**src/rtl/instr_prefetch_queue.sv**
```systemverilog
// instr_prefetch_queue
//   Instruction fetch unit with a prefetch queue. It owns the fetch PC and
//   issues one word read at a time to instruction memory (req/gnt/rvalid).
//   Returned words are stored with their addresses in a DEPTH-entry FIFO,
//   and the FIFO feeds decode through a valid/ready interface. A redirect
//   flushes the queue and restarts fetch at a new PC. If a read is still
//   outstanding, its response is marked stale and discarded.
//
// Ports
//   clk            clock, all state changes on posedge
//   rst            asynchronous reset, active low
//   redirect_valid flush the queue and restart fetch at redirect_pc
//   redirect_pc    new fetch PC
//   mem_req        read request to instruction memory
//   mem_addr       read address, held stable while mem_req is waiting for gnt
//   mem_gnt        memory accepted the request this cycle
//   mem_rvalid     read data valid
//   mem_rdata      read data
//   out_valid      queue head valid
//   out_ir         head instruction (NOP_WORD when the queue is empty)
//   out_pc         address of the head instruction
//   out_ready      decode consumes the head this cycle
module instr_prefetch_queue #(
  parameter int                 DATA_W   = 16,
  parameter int                 ADDR_W   = 16,
  parameter int                 DEPTH    = 4,
  parameter logic [ADDR_W-1:0]  RESET_PC = {ADDR_W{1'b0}},
  parameter logic [ADDR_W-1:0]  PC_INC   = ADDR_W'(1),
  parameter logic [DATA_W-1:0]  NOP_WORD = DATA_W'(16'h0800)
) (
  input  logic              clk,
  input  logic              rst,
  input  logic              redirect_valid,
  input  logic [ADDR_W-1:0] redirect_pc,
  output logic              mem_req,
  output logic [ADDR_W-1:0] mem_addr,
  input  logic              mem_gnt,
  input  logic              mem_rvalid,
  input  logic [DATA_W-1:0] mem_rdata,
  output logic              out_valid,
  output logic [DATA_W-1:0] out_ir,
  output logic [ADDR_W-1:0] out_pc,
  input  logic              out_ready
);

  localparam int PTR_W = $clog2(DEPTH);

  typedef enum logic [1:0] {
    ST_IDLE = 2'd0,
    ST_REQ  = 2'd1,
    ST_WAIT = 2'd2
  } state_t;

  state_t              state_r;
  state_t              state_nxt_s;
  logic [ADDR_W-1:0]   fetch_pc_r;
  logic [ADDR_W-1:0]   req_addr_r;
  logic                stale_r;
  logic                mem_req_s;

  logic [DATA_W-1:0]   q_ir_r [DEPTH];
  logic [ADDR_W-1:0]   q_pc_r [DEPTH];
  logic [PTR_W:0]      wr_ptr_r;
  logic [PTR_W:0]      rd_ptr_r;
  logic [PTR_W:0]      wr_nxt_s;
  logic [PTR_W:0]      rd_nxt_s;

  logic                empty_s;
  logic                full_s;
  logic                push_s;
  logic                pop_s;
  logic                head_valid_s;
  logic [DATA_W-1:0]   head_ir_s;
  logic [ADDR_W-1:0]   head_pc_s;

  logic                out_valid_r;
  logic [DATA_W-1:0]   out_ir_r;
  logic [ADDR_W-1:0]   out_pc_r;

  // Queue status, and the push/pop qualifiers. A redirect suppresses both.
  always_comb begin
    empty_s = (wr_ptr_r == rd_ptr_r);
    full_s  = (wr_ptr_r[PTR_W] != rd_ptr_r[PTR_W]) &&
              (wr_ptr_r[PTR_W-1:0] == rd_ptr_r[PTR_W-1:0]);
    push_s  = (state_r == ST_WAIT) && mem_rvalid && !stale_r && !redirect_valid;
    pop_s   = !empty_s && out_ready && !redirect_valid;
  end

  // FSM state register.
  always_ff @(posedge clk or negedge rst) begin
    if (!rst) begin
      state_r <= ST_IDLE;
    end else begin
      state_r <= state_nxt_s;
    end
  end

  // FSM next state. In IDLE no read is in flight, so "not full" means that
  // count plus in-flight is less than DEPTH. A redirect in IDLE starts the
  // request to redirect_pc in the next cycle. The flush leaves room for it.
  always_comb begin
    state_nxt_s = state_r;
    case (state_r)
      ST_IDLE: begin
        if (redirect_valid || !full_s) begin
          state_nxt_s = ST_REQ;
        end else begin
          state_nxt_s = ST_IDLE;
        end
      end
      ST_REQ: begin
        if (mem_gnt) begin
          state_nxt_s = ST_WAIT;
        end else begin
          state_nxt_s = ST_REQ;
        end
      end
      ST_WAIT: begin
        if (mem_rvalid) begin
          state_nxt_s = ST_IDLE;
        end else begin
          state_nxt_s = ST_WAIT;
        end
      end
      default: state_nxt_s = ST_IDLE;
    endcase
  end

  // FSM outputs. The request is decoded only from the state register.
  always_comb begin
    mem_req_s = 1'b0;
    case (state_r)
      ST_REQ:  mem_req_s = 1'b1;
      default: mem_req_s = 1'b0;
    endcase
  end

  assign mem_req  = mem_req_s;
  assign mem_addr = req_addr_r;

  // Fetch PC, latched request address and the stale-response flag.
  always_ff @(posedge clk or negedge rst) begin
    if (!rst) begin
      fetch_pc_r <= RESET_PC;
      req_addr_r <= RESET_PC;
      stale_r    <= 1'b0;
    end else begin
      // A redirect always wins. A stale grant does not advance the PC.
      if (redirect_valid) begin
        fetch_pc_r <= redirect_pc;
      end else if ((state_r == ST_REQ) && mem_gnt && !stale_r) begin
        fetch_pc_r <= req_addr_r + PC_INC;
      end else begin
        fetch_pc_r <= fetch_pc_r;
      end

      // The address is captured only when a new request starts. An
      // un-granted request is never retracted or changed.
      if ((state_r == ST_IDLE) && (state_nxt_s == ST_REQ)) begin
        req_addr_r <= redirect_valid ? redirect_pc : fetch_pc_r;
      end else begin
        req_addr_r <= req_addr_r;
      end

      // A response that returns in the redirect cycle is dropped right away,
      // so that case does not leave the flag set.
      case (state_r)
        ST_REQ: begin
          if (redirect_valid) begin
            stale_r <= 1'b1;
          end else begin
            stale_r <= stale_r;
          end
        end
        ST_WAIT: begin
          if (mem_rvalid) begin
            stale_r <= 1'b0;
          end else if (redirect_valid) begin
            stale_r <= 1'b1;
          end else begin
            stale_r <= stale_r;
          end
        end
        default: stale_r <= 1'b0;
      endcase
    end
  end

  // Next queue pointers. The flush on redirect overrides push and pop.
  always_comb begin
    wr_nxt_s = wr_ptr_r;
    rd_nxt_s = rd_ptr_r;
    if (redirect_valid) begin
      wr_nxt_s = {(PTR_W+1){1'b0}};
      rd_nxt_s = {(PTR_W+1){1'b0}};
    end else begin
      wr_nxt_s = wr_ptr_r + {{PTR_W{1'b0}}, push_s};
      rd_nxt_s = rd_ptr_r + {{PTR_W{1'b0}}, pop_s};
    end
  end

  // Next head entry. If the head is the word being written this cycle,
  // take it from the write data, because the array is not updated yet.
  always_comb begin
    head_valid_s = (wr_nxt_s != rd_nxt_s);
    head_ir_s    = NOP_WORD;
    head_pc_s    = {ADDR_W{1'b0}};
    if (!head_valid_s) begin
      head_ir_s = NOP_WORD;
      head_pc_s = {ADDR_W{1'b0}};
    end else if (push_s && (rd_nxt_s == wr_ptr_r)) begin
      head_ir_s = mem_rdata;
      head_pc_s = req_addr_r;
    end else begin
      head_ir_s = q_ir_r[rd_nxt_s[PTR_W-1:0]];
      head_pc_s = q_pc_r[rd_nxt_s[PTR_W-1:0]];
    end
  end

  // Queue pointers and storage.
  always_ff @(posedge clk or negedge rst) begin
    if (!rst) begin
      wr_ptr_r <= {(PTR_W+1){1'b0}};
      rd_ptr_r <= {(PTR_W+1){1'b0}};
      for (int i = 0; i < DEPTH; i++) begin
        q_ir_r[i] <= NOP_WORD;
        q_pc_r[i] <= {ADDR_W{1'b0}};
      end
    end else begin
      wr_ptr_r <= wr_nxt_s;
      rd_ptr_r <= rd_nxt_s;
      if (push_s) begin
        q_ir_r[wr_ptr_r[PTR_W-1:0]] <= mem_rdata;
        q_pc_r[wr_ptr_r[PTR_W-1:0]] <= req_addr_r;
      end
    end
  end

  // Registered decode-side outputs. They mirror the head entry for the next cycle.
  always_ff @(posedge clk or negedge rst) begin
    if (!rst) begin
      out_valid_r <= 1'b0;
      out_ir_r    <= NOP_WORD;
      out_pc_r    <= {ADDR_W{1'b0}};
    end else begin
      out_valid_r <= head_valid_s;
      out_ir_r    <= head_ir_s;
      out_pc_r    <= head_pc_s;
    end
  end

  assign out_valid = out_valid_r;
  assign out_ir    = out_ir_r;
  assign out_pc    = out_pc_r;

endmodule

```
**config.mk**
```make
export PLATFORM = sky130hd
export DESIGN_NAME = instr_prefetch_queue
export DESIGN_NICKNAME = d
export VERILOG_FILES = /design/src/rtl/instr_prefetch_queue.sv
export SDC_FILE = /design/constraint.sdc
export NUM_CORES = 1
export LEC_CHECK = 0
export BUFFER_PORTS_ARGS = -buffer_cell sky130_fd_sc_hd__buf_4
export CORE_MARGIN = 5
export CORE_UTILIZATION = 40
export DETAILED_ROUTE_END_ITERATION = 16
export PLACE_DENSITY = 0.59
export SETUP_SLACK_MARGIN = 0.02
export SLEW_MARGIN = 20
export SYNTH_ARGS = -nofsm -noshare
export SYNTH_HDL_FRONTEND = slang
export SYNTH_SLANG_ARGS = --single-unit
```
**constraint.sdc**
```tcl
create_clock -name clk -period 3.4 [get_ports clk]
set_input_delay 0.17 -clock clk [delete_from_list [all_inputs] [get_ports clk]]
set_output_delay 0.17 -clock clk [all_outputs]
set_load 0.005 [all_outputs]
```
After elaboration in Yosys (flattened, before gate mapping)
Cells that the tools add are included.
{ "word_totals": {"inputBits": 38, "regBits": 202, "wordCells": 78} }
{ "classes": {"n_reduce_logical": 18, "add_sub_neg": 3, "bitwise_logic": 2, "n_mux": 27, "n_eq_ne": 8, "magnitude_cmp": 3} }
{ "ops": {"columns": ["operator", "n"], "rows": [
  ["16-bit 2-to-1 mux", 12],
  ["64-bit bitwise mux", 2],
  ["16-bit binary-select mux with 2-bit select", 2],
  ["16-bit demux with 2-bit select", 1],
  ["16-bit by 1-bit adder with 16-bit output, second input constant", 1],
  ["1-bit logical AND", 11],
  ["3-bit by 1-bit adder with 3-bit output", 2],
  ["3-bit equality test", 2],
  ["3-bit >= comparator, second input constant", 2],
  ["3-bit 2-to-1 mux", 2],
  ["2-bit inverter with 3-bit output", 2],
  ["2-bit case mux with 3 select lines", 1],
  ["2-bit by 1-bit equality test with 1-bit output, second input constant", 2],
  ["1-bit logical NOT", 4],
  ["1-bit 2-to-1 mux", 4],
  ["2-bit 2-to-1 mux", 2],
  ["3-bit by 1-bit less-than comparator with 1-bit output, second input constant", 1],
  ["3-bit != test", 1],
  ["2-bit equality test", 1],
  ["2-bit equality test, second input constant", 1],
  ["2-bit logical NOT", 1],
  ["1-bit case mux with 2 select lines", 1],
  ["2-bit nonzero test", 1],
  ["1-bit logical OR", 1],
  ["1-bit != test", 1]
]} }

Logic depth before layout (Yosys ltp)
Gate-level depths: netlist (run 1).
{ "logic_depth": {"word_depth": 12, "mapped_depth": 14, "depth_no_buf": 11} }

Least setup slack after synthesis (run 1)
Ideal clock, no wire load.
{ "synth_path": {"path_kind": "register to register", "start": "reg wr_ptr_r[1]", "end": "reg out_pc_r[2], in the netlist out_pc[2]", "path_buffers": 2, "setup_slack_ns": 0.969, "arrival_time_ns": 2.354, "path_stages_with_launch": 13, "setup_ns": 0.078, "path_cell_list": "dfrtp_1 -> buf_2 -> xor2_1 -> nor2_1 -> a21oi_1 -> ha_1 -> ha_1 -> xnor2_1 -> nor2_2 -> xnor2_1 -> clkbuf_1 -> nand3_1 -> a21boi_1"} }
{ "synth_via": {"elab_cells_between_ends": 17, "classes_between": "add/sub (2); eq/ne (3); mux (7); bitwise (1); reduce/logical (4)"} }
{ "synth_rtl": {"columns": ["element", "line", "text"], "rows": [
  ["from (decl)", "63", "logic [PTR_W:0] wr_ptr_r;"],
  ["from (signal assigned)", "223", "wr_ptr_r <= {(PTR_W+1){1'b0}};"],
  ["from (signal assigned)", "230", "wr_ptr_r <= wr_nxt_s;"],
  ["3-bit equality test (*)", "82", "empty_s = (wr_ptr_r == rd_ptr_r);"],
  ["1-bit logical NOT (*)", "86", "pop_s = !empty_s && out_ready && !redirect_valid;"],
  ["1-bit logical AND (*) (2 in a row)", "86", null],
  ["3-bit by 1-bit adder with 3-bit output (*)", "198", "rd_nxt_s = rd_ptr_r + {{PTR_W{1'b0}}, pop_s};"],
  ["3-bit 2-to-1 mux (*)", "193", "if (redirect_valid) begin"],
  ["net rd_nxt_s[2]", "66", "logic [PTR_W:0] rd_nxt_s;"],
  ["3-bit equality test", "211", "end else if (push_s && (rd_nxt_s == wr_ptr_r)) begin"],
  ["1-bit logical AND", "211", null],
  ["16-bit 2-to-1 mux", "211", null],
  ["16-bit 2-to-1 mux (*)", "208", "if (!head_valid_s) begin"],
  ["net head_pc_s[2]", "74", "logic [ADDR_W-1:0] head_pc_s;"],
  ["to (signal assigned)", "244", "out_pc_r <= {ADDR_W{1'b0}};"],
  ["to (signal assigned)", "248", "out_pc_r <= head_pc_s;"],
  ["to (decl)", "78", "logic [ADDR_W-1:0] out_pc_r;"]
]} }
Mark *: on every way through the listed nets, which the timed path passes. The rest lies on a longest branch. The select of a mux whose other input is x is not followed.
A chain may end at the register's enable or synchronous reset.

Worst setup path after layout (run 1)
{ "layout_path": {"start": "reg wr_ptr_r[1]", "end": "reg out_pc_r[15], in the netlist out_pc[15]"} }
The elaborated chain is that of the path after synthesis.

==> results of run 1 <==
## logic make-up after synthesis
logic type               share of synthesized area
flip-flops                                   0.525
AO/OA/AOI/OAI                                0.109
buffers and inverters                       0.0421
AND/OR/NAND/NOR                             0.0934
multiplexers                                 0.193
adder cells (fa/ha/maj)                     0.0117
XOR/XNOR                                    0.0261
## per-stage QoR
| stage | instances | utilization |
|---|---|---|
| 2_1_floorplan | 826 | - |
| 3_3_place_gp | 1182 | 0.449 |
| 3_5_place_dp | 1182 | 0.449 |
| 4_1_cts | 1255 | 0.496 |
| 5_1_grt | 1255 | 0.496 |
| 6_report | 1255 | 0.496 |
## critical path, stage by stage (launching register included)
cell and delay, ns:
dfrtp_1 0.40, xor2_1 0.17, nor2_1 0.27, a21oi_1 0.13, ha_2 0.19, ha_1 0.21
xnor2_1 0.19, nor2_2 0.10, xnor2_2 0.88, buf_12 0.26, nand3_1 0.08, a21boi_0 0.17
## power groups by stage
stage                     logic, mW  clock network [mW]  registers, mW
after floorplan                1.47                   0           3.08
after CTS                      1.86                2.68           3.37
after detailed placement       1.82                   0           3.41
after global routing           2.07                2.76           3.44
after global placement         1.79                   0           3.40
final                          1.82                2.60           3.37
## layer usage
layer / global-route usage / up-vias
met5: 0 / -
met4: 0.0371 / 0
met3: 0.0266 / 34
met2: 0.284 / 110
met1: 0.237 / 3276
li1: - / 3129
## what timing repair did
action | in CTS | in global routing
hold buffers | 33 | 0
endpoints found under the hold margin | 199 | 0
buffers inserted | 0 | 0
resized for setup | 0 | 0
## registers in the layout (all words and copies together) (netlist names)
register and cells:
out_ir 16, q_pc_r 64, mem_addr 16, wr_ptr_r 3, rd_ptr_r 3, out_pc 16
out_valid 1, state_r 2, stale_r 1, q_ir_r 64, fetch_pc_r 16
## cells in the final DEF, fill, tap and decap left out, types with 6 or more instances in the layout
cell type | Yosys | routed
a211oi_1 | 32 | 32
a21boi_1 | 29 | 29
a21oi_1 | 34 | 34
a31oi_1 | 17 | 16
buf_4 | 13 | 104
clkbuf_16 | 0 | 23
dfrtp_1 | 197 | 197
dlygate4sd3_1 | 0 | 33
ha_1 | 9 | 8
inv_1 | 6 | 6
mux2_2 | 125 | 125
mux2i_1 | 45 | 45
nand2_1 | 30 | 30
nand2b_1 | 22 | 20
nand3_1 | 41 | 40
nor2_1 | 20 | 20
nor2b_1 | 36 | 36
o21ai_0 | 54 | 54
xnor2_1 | 12 | 11
xor2_1 | 13 | 12
## final cells by class
| class | count | share of cell area |
|---|---|---|
| clock buffer | 28 | 0.0533 |
| clock inverter | 12 | 0.0146 |
| inverter | 6 | 0.00192 |
| multi-input combinational | 545 | 0.360 |
| sequential | 202 | 0.432 |
| tap | 319 | 0.0340 |
| timing repair buffer | 143 | 0.104 |
## worst paths after layout
path                                   startpoint                      to  slack [ns]  cells after the start
setup / recovery            wr_ptr_r[1]$_DFF_PN0_    out_pc[15]$_DFF_PN0_        0.28                     11
hold / removal                            mem_gnt    state_r[0]$_DFF_PN0_        0.05                      3
setup reg to reg            wr_ptr_r[1]$_DFF_PN0_    out_pc[15]$_DFF_PN0_        0.28                     11
hold reg to reg            q_pc_r[16]$_DFFE_PN0P_  q_pc_r[16]$_DFFE_PN0P_        0.48                      2
max in group asynchronous                     rst    out_pc[14]$_DFF_PN0_        2.26                      3
min in group asynchronous                     rst  q_ir_r[13]$_DFFE_PN0P_        0.29                      2
==> qor.yml, run 1 <==
synth:
  ys.flop_type: "dfrtp_1"
  ys_ff_latch: 202
  syn_inst: 826
  synth_nets: 873
  netlist_top_cells_count: "dfrtp_1 (197), mux2_2 (125), o21ai_0 (54)"
  synthArstFlopShare: 1.00
  ys_top_cells_by_area: "dfrtp_1 (51%), mux2_2 (15%), mux2i_1 (4.7%)"
  synth-edff-count: 0
  syn_avg_cell_area_sq_um: 11.7
  synth_top_area_cell: "dfrtp_1"
  synth.most_common_cell: "dfrtp_1"
  synth_area_sq_um: 9630
  yosys_warnings: 0
  synth_cell_types: 37
  yosysTopAreaCellShare: 0.512
  ys_seq_area_frac: 0.525
power:
  p_leak_nw: 5.61
  peakVddDrop_mv: 0.390
  p_sw_mw: 2.39
  power.share.sequential: 0.432
  power_mw: 7.80
  p_per_area_nw_per_um2: 665
  clkPwrFrac: 0.334
  combinationalPowerShare: 0.234
  p_int_mw: 5.40
  switching_share: 0.307
timing:
  rsz0062_at_grt: "no"
  finalCritPeriodShare: 0.918
  worst_slew_pin_slew_ns: 1.12
  tns_ns: 0
  slew_headroom: 0.248
  hold_ws_ns: 0.0495
  fmax_mhz: 320
  finalMaxSlewViolations: 0
  finalHoldViolCount: 0
  clock_skew_ns: 0.0143
  finalCriticalPeriod_ns: 3.12
  finalWorstSetupSlack_ns: 0.279
  setup-violations-final: 0
worst_setup_path:
  worst_ep_required_time_ns: 3.83
  path_class: "flip-flop to flip-flop"
  crit_fanout: 18
  worstSetupStartpointType: "flip-flop"
  end_kind: "flip-flop"
  arrival_ns: 3.55
min_path:
  hold_path_class: "primary input to flip-flop"
place:
  hpwlAfterDp_mm: 13.4
  placed_area_sq_um: 10600
  place.gp.congestion: 0.726
  dp_slack_ns: 0.272
  port_buffers: 87
grt:
  grt.total_usage: 0.171
  grt_max_degree: 92
  grt_first_pass_wirelength_mm: 37.2
  grt_overflow: 0
  antenna_found_initial: 0
  grt_pass1_vias: 6766
clock_network:
  cts-htree-levels: 1
  clock_latency_ns: 0.51
  clk_path_buf_depth: 3
  cts_tree: "done"
  ctsRootBufferMaster: "clkbuf_16"
  numCtsBuffers: 23
  clock_sinks: 202
  clk_pin_slew_ns: 0.06
floorplanning:
  die_w_um: 165
  initial_core_util: 0.408
  core_area_sq_um: 23600
  rows: 56
  io_pins: 88
  die-height_um: 165
  die_area_sq_um: 27300
routing:
  drt_wl_total_mm: 23.0
  vias: 6549
  drt_first_pass_iters: 4
  drt_iter0_drc: 322
  post-route-drc-count: 0
  antenna_left: 0
  top_layer_used: "met4"
  viasPerCell: 5.22
  wl_met1_mm: 11.0
  wl_met2_mm: 10.7
  wl_per_cell_um: 18.3
  wl_met3_um: 881
outcome:
  outcome: "completed"
layout:
  diodes: 0
  drive_gt1_frac: 0.313
  final_cell_area_sq_um: 11700
  syn_to_final_growth_pct: 21.7
  fillers: 2129
  fin_nets: 968
  seq_area_sq_um: 5060
  multi_input_area_sq_um: 4220
run:
  maxCapViolCount: 0
Note: power is estimated with default switching activity, not from simulation.
==> run 2, diff against run 1 <==
--- a/config.mk
+++ b/config.mk
@@ -8,6 +8,7 @@
 export BUFFER_PORTS_ARGS = -buffer_cell sky130_fd_sc_hd__buf_4
 export CORE_MARGIN = 5
 export CORE_UTILIZATION = 40
+export CTS_BUF_LIST = sky130_fd_sc_hd__clkbuf_8 sky130_fd_sc_hd__clkbuf_16
 export DETAILED_ROUTE_END_ITERATION = 16
 export PLACE_DENSITY = 0.59
 export SETUP_SLACK_MARGIN = 0.02
==> run 2 against run 1 <==
  * Register-to-register slack about the same
  * Sequential share of layout area did not move
  * Worst hold slack is essentially flat
  * Critical path depth unchanged
  * Final cell count stayed put
  * Worst setup slack is essentially flat
  * Non-clock buffer count unchanged
  * Sequential cell count did not move
  * First-iteration DRC count is the same
  * Fmax barely moved
  * Clock skew about the same
  * Largest cell class unchanged
==> qor.yml, run 2 (synthesis results as in run 1) <==
worst_setup_path:
  rr_endpoint: "out_pc[15]$_DFF_PN0_"  # unchanged
  r2r_setup_slack_ns: 0.28  # about the same
  crit_start: "wr_ptr_r[1]$_DFF_PN0_"  # unchanged
  worst_ep_required_time_ns: 3.83  # about the same
  crit_fanout: 18  # unchanged
  r2r-start: "wr_ptr_r[1]$_DFF_PN0_"  # unchanged
  end_kind: "flip-flop"  # unchanged
  path_class: "flip-flop to flip-flop"  # unchanged
  r2r_cells: 11  # unchanged
  arrival_ns: 3.55  # about the same
  setup.worst_path.end: "out_pc[15]$_DFF_PN0_"  # unchanged
  worstSetupStartpointType: "flip-flop"  # unchanged
routing:
  drt_first_pass_iters: 4  # unchanged
  viasPerCell: 5.22  # unchanged
  antenna_left: 0  # unchanged
  wl_per_cell_um: 18.3  # unchanged
  post-route-drc-count: 0  # unchanged
  drt_iter0_drc: 322  # unchanged
  drt_wl_total_mm: 23.0  # unchanged
  vias: 6549  # unchanged
place:
  place.gp.congestion: 0.726  # unchanged
  port_buffers: 87  # unchanged
  dp.cells: 1182  # unchanged
  hpwlAfterDp_mm: 13.4  # unchanged
  placed_area_sq_um: 10600  # unchanged
layout:
  final_cell_area_sq_um: 11700  # unchanged
  most-common-layout-cells: "dfrtp_1 (197), mux2_2 (125), buf_4 (104)"  # unchanged
  layout_commonest_cell: "dfrtp_1"  # unchanged
  layout.cells.non_filler: 1255  # unchanged
  drive_gt1_frac: 0.313  # unchanged
  fillers: 2129  # unchanged
  fin_nets: 968  # unchanged
  diodes: 0  # unchanged
  largest_registers: "q_ir_r (64), q_pc_r (64)"  # unchanged
  utilization: 0.496  # unchanged
  syn_to_final_growth_pct: 21.7  # unchanged
timing:
  fmax_mhz: 320  # about the same
  finalHoldViolCount: 0  # unchanged
  finalCriticalPeriod_ns: 3.12  # about the same
  finalMaxSlewViolations: 0  # unchanged
  slew_headroom: 0.248  # unchanged
  rsz0062_at_grt: "no"  # unchanged
  finalCritPeriodShare: 0.918  # about the same
  setup-violations-final: 0  # unchanged
  worst_slew_pin_slew_ns: 1.12  # unchanged
  tns_ns: 0  # unchanged
  clock_skew_ns: 0.0143  # about the same
power:
  p_per_area_nw_per_um2: 665  # about the same
  p_leak_nw: 5.61  # about the same
  peakVddDrop_mv: 0.390  # unchanged
clock_network:
  cts-htree-levels: 1  # unchanged
  clk_path_buf_depth: 3  # unchanged
  cts_tree: "done"  # unchanged
  numCtsBuffers: 23  # unchanged
  clock_latency_ns: 0.51  # about the same
  clk_pin_slew_ns: 0.06  # about the same
  cts_setup_buffers: 0  # unchanged
  ctsRootBufferMaster: "clkbuf_16"  # unchanged
  clock_sinks: 202  # unchanged
grt:
  grt_pass1_vias: 6766  # unchanged
  grt_overflow: 0  # unchanged
  grt_max_degree: 92  # unchanged
  grt.total_usage: 0.171  # unchanged
  antenna_found_initial: 0  # unchanged
  grt_first_pass_wirelength_mm: 37.2  # unchanged
floorplanning:
  die_area_sq_um: 27300  # unchanged
  initial_core_util: 0.408  # unchanged
  core_area_sq_um: 23600  # unchanged
  io_pins: 88  # unchanged
  die-height_um: 165  # unchanged
  rows: 56  # unchanged
  die_w_um: 165  # unchanged
min_path:
  hold_path_class: "primary input to flip-flop"  # unchanged
run:
  maxCapViolCount: 0  # unchanged
outcome:
  outcome: "completed"  # unchanged
[run 2: layer usage]
layer,wire (um),track usage,vias up
met4,463,0.0371,0
met1,11000,0.237,3276
met5,0,0,-
met3,881,0.0266,34
li1,-,-,3129
met2,10700,0.284,110
[run 2: report_power, final]
part / total, mW / switching, mW / leakage [nW] / internal (mW)
clock network: 2.60 / 0.997 / 0.393 / 1.60
registers: 3.37 / 0.533 / 2.67 / 2.84
logic: 1.82 / 0.865 / 2.55 / 0.958
total: 7.79 / 2.39 / 5.61 / 5.40
[run 2: area by class of cell]
type	instances	area [sq um]	share of cell area
Sequential cell	202	5060	0.432
Multi-Input combinational cell	545	4220	0.360
Timing Repair Buffer	143	1220	0.104
Clock buffer	26	617	0.0526
Tap cell	319	399	0.0340
Clock inverter	14	179	0.0153
Inverter	6	22.5	0.00192
[run 2: worst min path at each step]
stage               slack (ns)                   endpoint  startpoint  cells after the start
finish                    0.05       state_r[0]$_DFF_PN0_     mem_gnt                      3
global placement          0.30     q_ir_r[45]$_DFFE_PN0P_         rst                      1
CTS                       0.03       state_r[0]$_DFF_PN0_     mem_gnt                      3
floorplan                -0.13  fetch_pc_r[0]$_DFFE_PN0P_         rst                      0
detailed placement        0.30     q_ir_r[45]$_DFFE_PN0P_         rst                      1
global route              0.05          stale_r$_DFF_PN0_  mem_rvalid                      3
[run 2: stage by stage]
stage	hold slack [ns]	worst slack [ns]	power [mW]
finish	0.0495	0.279	7.79
global route	0.0527	0.0327	8.27
CTS	0.0306	0.260	7.89
detailed placement	0.300	0.272	5.23
global placement	0.305	0.379	5.19
floorplan	-0.126	0.969	4.55
[run 2: worst max-delay path: stages, from the launching register on]
cell and delay (ns):
dfrtp_1 0.40, xor2_1 0.17, nor2_1 0.27, a21oi_1 0.13
ha_2 0.19, ha_1 0.21, xnor2_1 0.19, nor2_2 0.10
xnor2_2 0.88, buf_12 0.26, nand3_1 0.08, a21boi_0 0.17
[run 2: what timing repair did]
action | CTS | global route
gates resized for setup | 0 | 0
hold endpoints to repair | 199 | 0
hold buffers | 33 | 0
==> run 3, diff against run 2 <==
==> constraint.sdc (replaced) <==
create_clock -name clk -period 3.4 [get_ports clk]
set_input_delay 0.34 -clock clk [delete_from_list [all_inputs] [get_ports clk]]
set_output_delay 0.34 -clock clk [all_outputs]
set_load 0.005 [all_outputs]
==> run 3 against run 2 <==
  * Worst hold slack gained 0.030 ns
  * Combinational power hardly changed
  * Power down 3.5%
  * Count of clock-buffer cells in the layout up 3
  * Critical path type unchanged
  * Die area unchanged
==> qor.yml, run 3 (synthesis results as in run 1) <==
outcome:
  outcome: "completed"  # unchanged
worst_setup_path:
  end_kind: "flip-flop"  # unchanged
  r2r-start: "wr_ptr_r[0]$_DFF_PN0_"  # was wr_ptr_r[1]$_DFF_PN0_
  worst_ep_required_time_ns: 3.80  # was 3.83 ns
  crit_start: "wr_ptr_r[0]$_DFF_PN0_"  # was wr_ptr_r[1]$_DFF_PN0_
  r2r_setup_slack_ns: 0.55  # was 0.28 ns
  worstSetupStartpointType: "flip-flop"  # unchanged
  crit_fanout: 32  # was 18
  path_class: "flip-flop to flip-flop"  # unchanged
  arrival_ns: 3.25  # was 3.55 ns
  rr_endpoint: "out_pc[15]$_DFF_PN0_"  # unchanged
  setup.worst_path.end: "out_pc[15]$_DFF_PN0_"  # unchanged
  r2r_cells: 11  # unchanged
clock_network:
  clk_path_buf_depth: 3  # unchanged
  cts_setup_buffers: 0  # unchanged
  cts_tree: "done"  # unchanged
  ctsRootBufferMaster: "clkbuf_16"  # unchanged
  numCtsBuffers: 22  # was 23
  clock_latency_ns: 0.50  # was 0.51 ns
  cts-htree-levels: 1  # unchanged
  clock_sinks: 202  # unchanged
  cts_resized: 0  # unchanged
  clk_pin_slew_ns: 0.06  # about the same
power:
  p_per_area_nw_per_um2: 665  # about the same
  peakVddDrop_mv: 0.338  # was 0.390 mV
  power_mw: 7.52  # was 7.79 mW
  p_leak_nw: 5.44  # was 5.61 nW
timing:
  slew_headroom: 0.466  # was 0.248
  worst_slew_pin_slew_ns: 0.801  # was 1.12 ns
  finalCritPeriodShare: 0.838  # was 0.918
  setup-violations-final: 0  # unchanged
  finalHoldViolCount: 0  # unchanged
  tns_ns: 0  # unchanged
  rsz0062_at_grt: "no"  # unchanged
  clock_skew_ns: 0.0147  # was 0.0143 ns
  finalMaxSlewViolations: 0  # unchanged
  hold_ws_ns: 0.0798  # was 0.0495 ns
  finalCriticalPeriod_ns: 2.85  # was 3.12 ns
  fmax_mhz: 351  # was 320 MHz
layout:
  diodes: 0  # unchanged
  seq_area_sq_um: 5060  # unchanged
  multi_input_area_sq_um: 4220  # unchanged
  utilization: 0.479  # was 0.496
  final_cell_area_sq_um: 11300  # was 11,700 sq um
  fin_nets: 930  # was 968
  fillers: 2196  # was 2,129
  largest_registers: "q_ir_r (64), q_pc_r (64)"  # unchanged
  layout_commonest_cell: "dfrtp_1"  # unchanged
  syn_to_final_growth_pct: 17.4  # was 21.7%
  most-common-layout-cells: "dfrtp_1 (197), mux2_2 (125), buf_4 (98)"  # was dfrtp_1 (197), mux2_2 (125), buf_4 (104)
  drive_gt1_frac: 0.319  # was 0.313
floorplanning:
  initial_core_util: 0.408  # unchanged
  die-height_um: 165  # unchanged
  core_area_sq_um: 23600  # unchanged
  die_area_sq_um: 27300  # unchanged
  io_pins: 88  # unchanged
  die_w_um: 165  # unchanged
  rows: 56  # unchanged
place:
  place.gp.congestion: 0.726  # about the same
  placed_area_sq_um: 10600  # about the same
  hpwlAfterDp_mm: 12.9  # was 13.4 mm
  port_buffers: 87  # unchanged
grt:
  grt_use_met1: 0.244  # was 0.237
  grt.total_usage: 0.168  # was 0.171
  grt_pass1_vias: 6574  # was 6,766
  gr-usage-met3: 0.0231  # was 0.0266
  grt_first_pass_wirelength_mm: 36.5  # was 37.2 mm
  antenna_found_initial: 0  # unchanged
  grt_overflow: 0  # unchanged
  grt_busiest_layer: "met2"  # unchanged
  grt_max_degree: 96  # was 92
  met2_usage: 0.268  # was 0.284
run:
  maxCapViolCount: 0  # unchanged
routing:
  wl_per_cell_um: 18.2  # was 18.3 um
  drt_first_pass_iters: 4  # unchanged
  drt_wl_total_mm: 22.2  # was 23.0 mm
  antenna_left: 0  # unchanged
  drt_iter0_drc: 312  # was 322
  post-route-drc-count: 0  # unchanged
  vias: 6402  # was 6,549
  viasPerCell: 5.26  # was 5.22
min_path:
  hold_depth: 3  # unchanged
  hold_path_class: "primary input to flip-flop"  # unchanged
-- run 3: cell count changes in the layout (fill, tap and decap cells not counted) --
cell,delta
buf_4,-6
inv_6,-1
buf_12,+1
clkinv_2,+2
dlygate4sd3_1,-32
clkinvlp_4,-3
clkbuf_8,+3
bufinv_16,-3
-- run 3: through the flow --
step           cells  worst slack [ns]
6_report        1216             0.552
5_1_grt         1216             0.258
4_1_cts         1216             0.537
3_5_place_dp    1177             0.540
3_3_place_gp    1177             0.672
2_1_floorplan    826             0.969
-- run 3: worst max-delay path, stage by stage, from the launching register on --
cell,delay (ns)
dfrtp_1,0.49
xor2_1,0.21
nor2_1,0.29
a21oi_1,0.13
ha_2,0.19
ha_1,0.21
xnor2_1,0.14
nor2_2,0.20
xor2_2,0.15
buf_4,0.37
o21ai_0,0.12
a21boi_0,0.23
-- run 3: per-layer routing --
layer,share of wire,wire (um),up-vias
li1,-,-,3037
met1,0.48,10700,3223
met2,0.47,10300,120
met3,0.037,823,22
met4,0.017,374,0
met5,0,0,-
-- run 3: worst min-delay path by stage --
| stage | from | end | slack [ns] |
|---|---|---|---|
| after floorplan | rst | fetch_pc_r[0]$_DFFE_PN0P_ | 0.04 |
| after global placement | q_pc_r[16]$_DFFE_PN0P_ | q_pc_r[16]$_DFFE_PN0P_ | 0.46 |
| after detailed placement | q_pc_r[16]$_DFFE_PN0P_ | q_pc_r[16]$_DFFE_PN0P_ | 0.47 |
| after CTS | redirect_pc[4] | fetch_pc_r[4]$_DFFE_PN0P_ | 0.07 |
| after global routing | redirect_pc[12] | fetch_pc_r[12]$_DFFE_PN0P_ | 0.08 |
| final | redirect_pc[3] | fetch_pc_r[3]$_DFFE_PN0P_ | 0.08 |
-- run 3: timing repair --
action | 4_1_cts | 5_1_grt
setup endpoints to repair | 0 | 0
endpoints found under the hold margin | 91 | 0
hold buffers | 1 | 0
-- run 3: area by class of cell --
cell class / instances / area share
flip-flops and latches: 202 / 0.448
multi-input cells: 545 / 0.373
clock buffers: 29 / 0.0582
repair buffers: 106 / 0.0778
clock inverters: 9 / 0.00598
inverters: 6 / 0.00199
well taps: 319 / 0.0353
-- run 3: power breakdown --
group | internal [mW] | total [mW] | switching (mW)
logic | 0.934 | 1.79 | 0.854
registers | 2.84 | 3.37 | 0.528
clock network | 1.43 | 2.37 | 0.943
total | 5.20 | 7.52 | 2.32
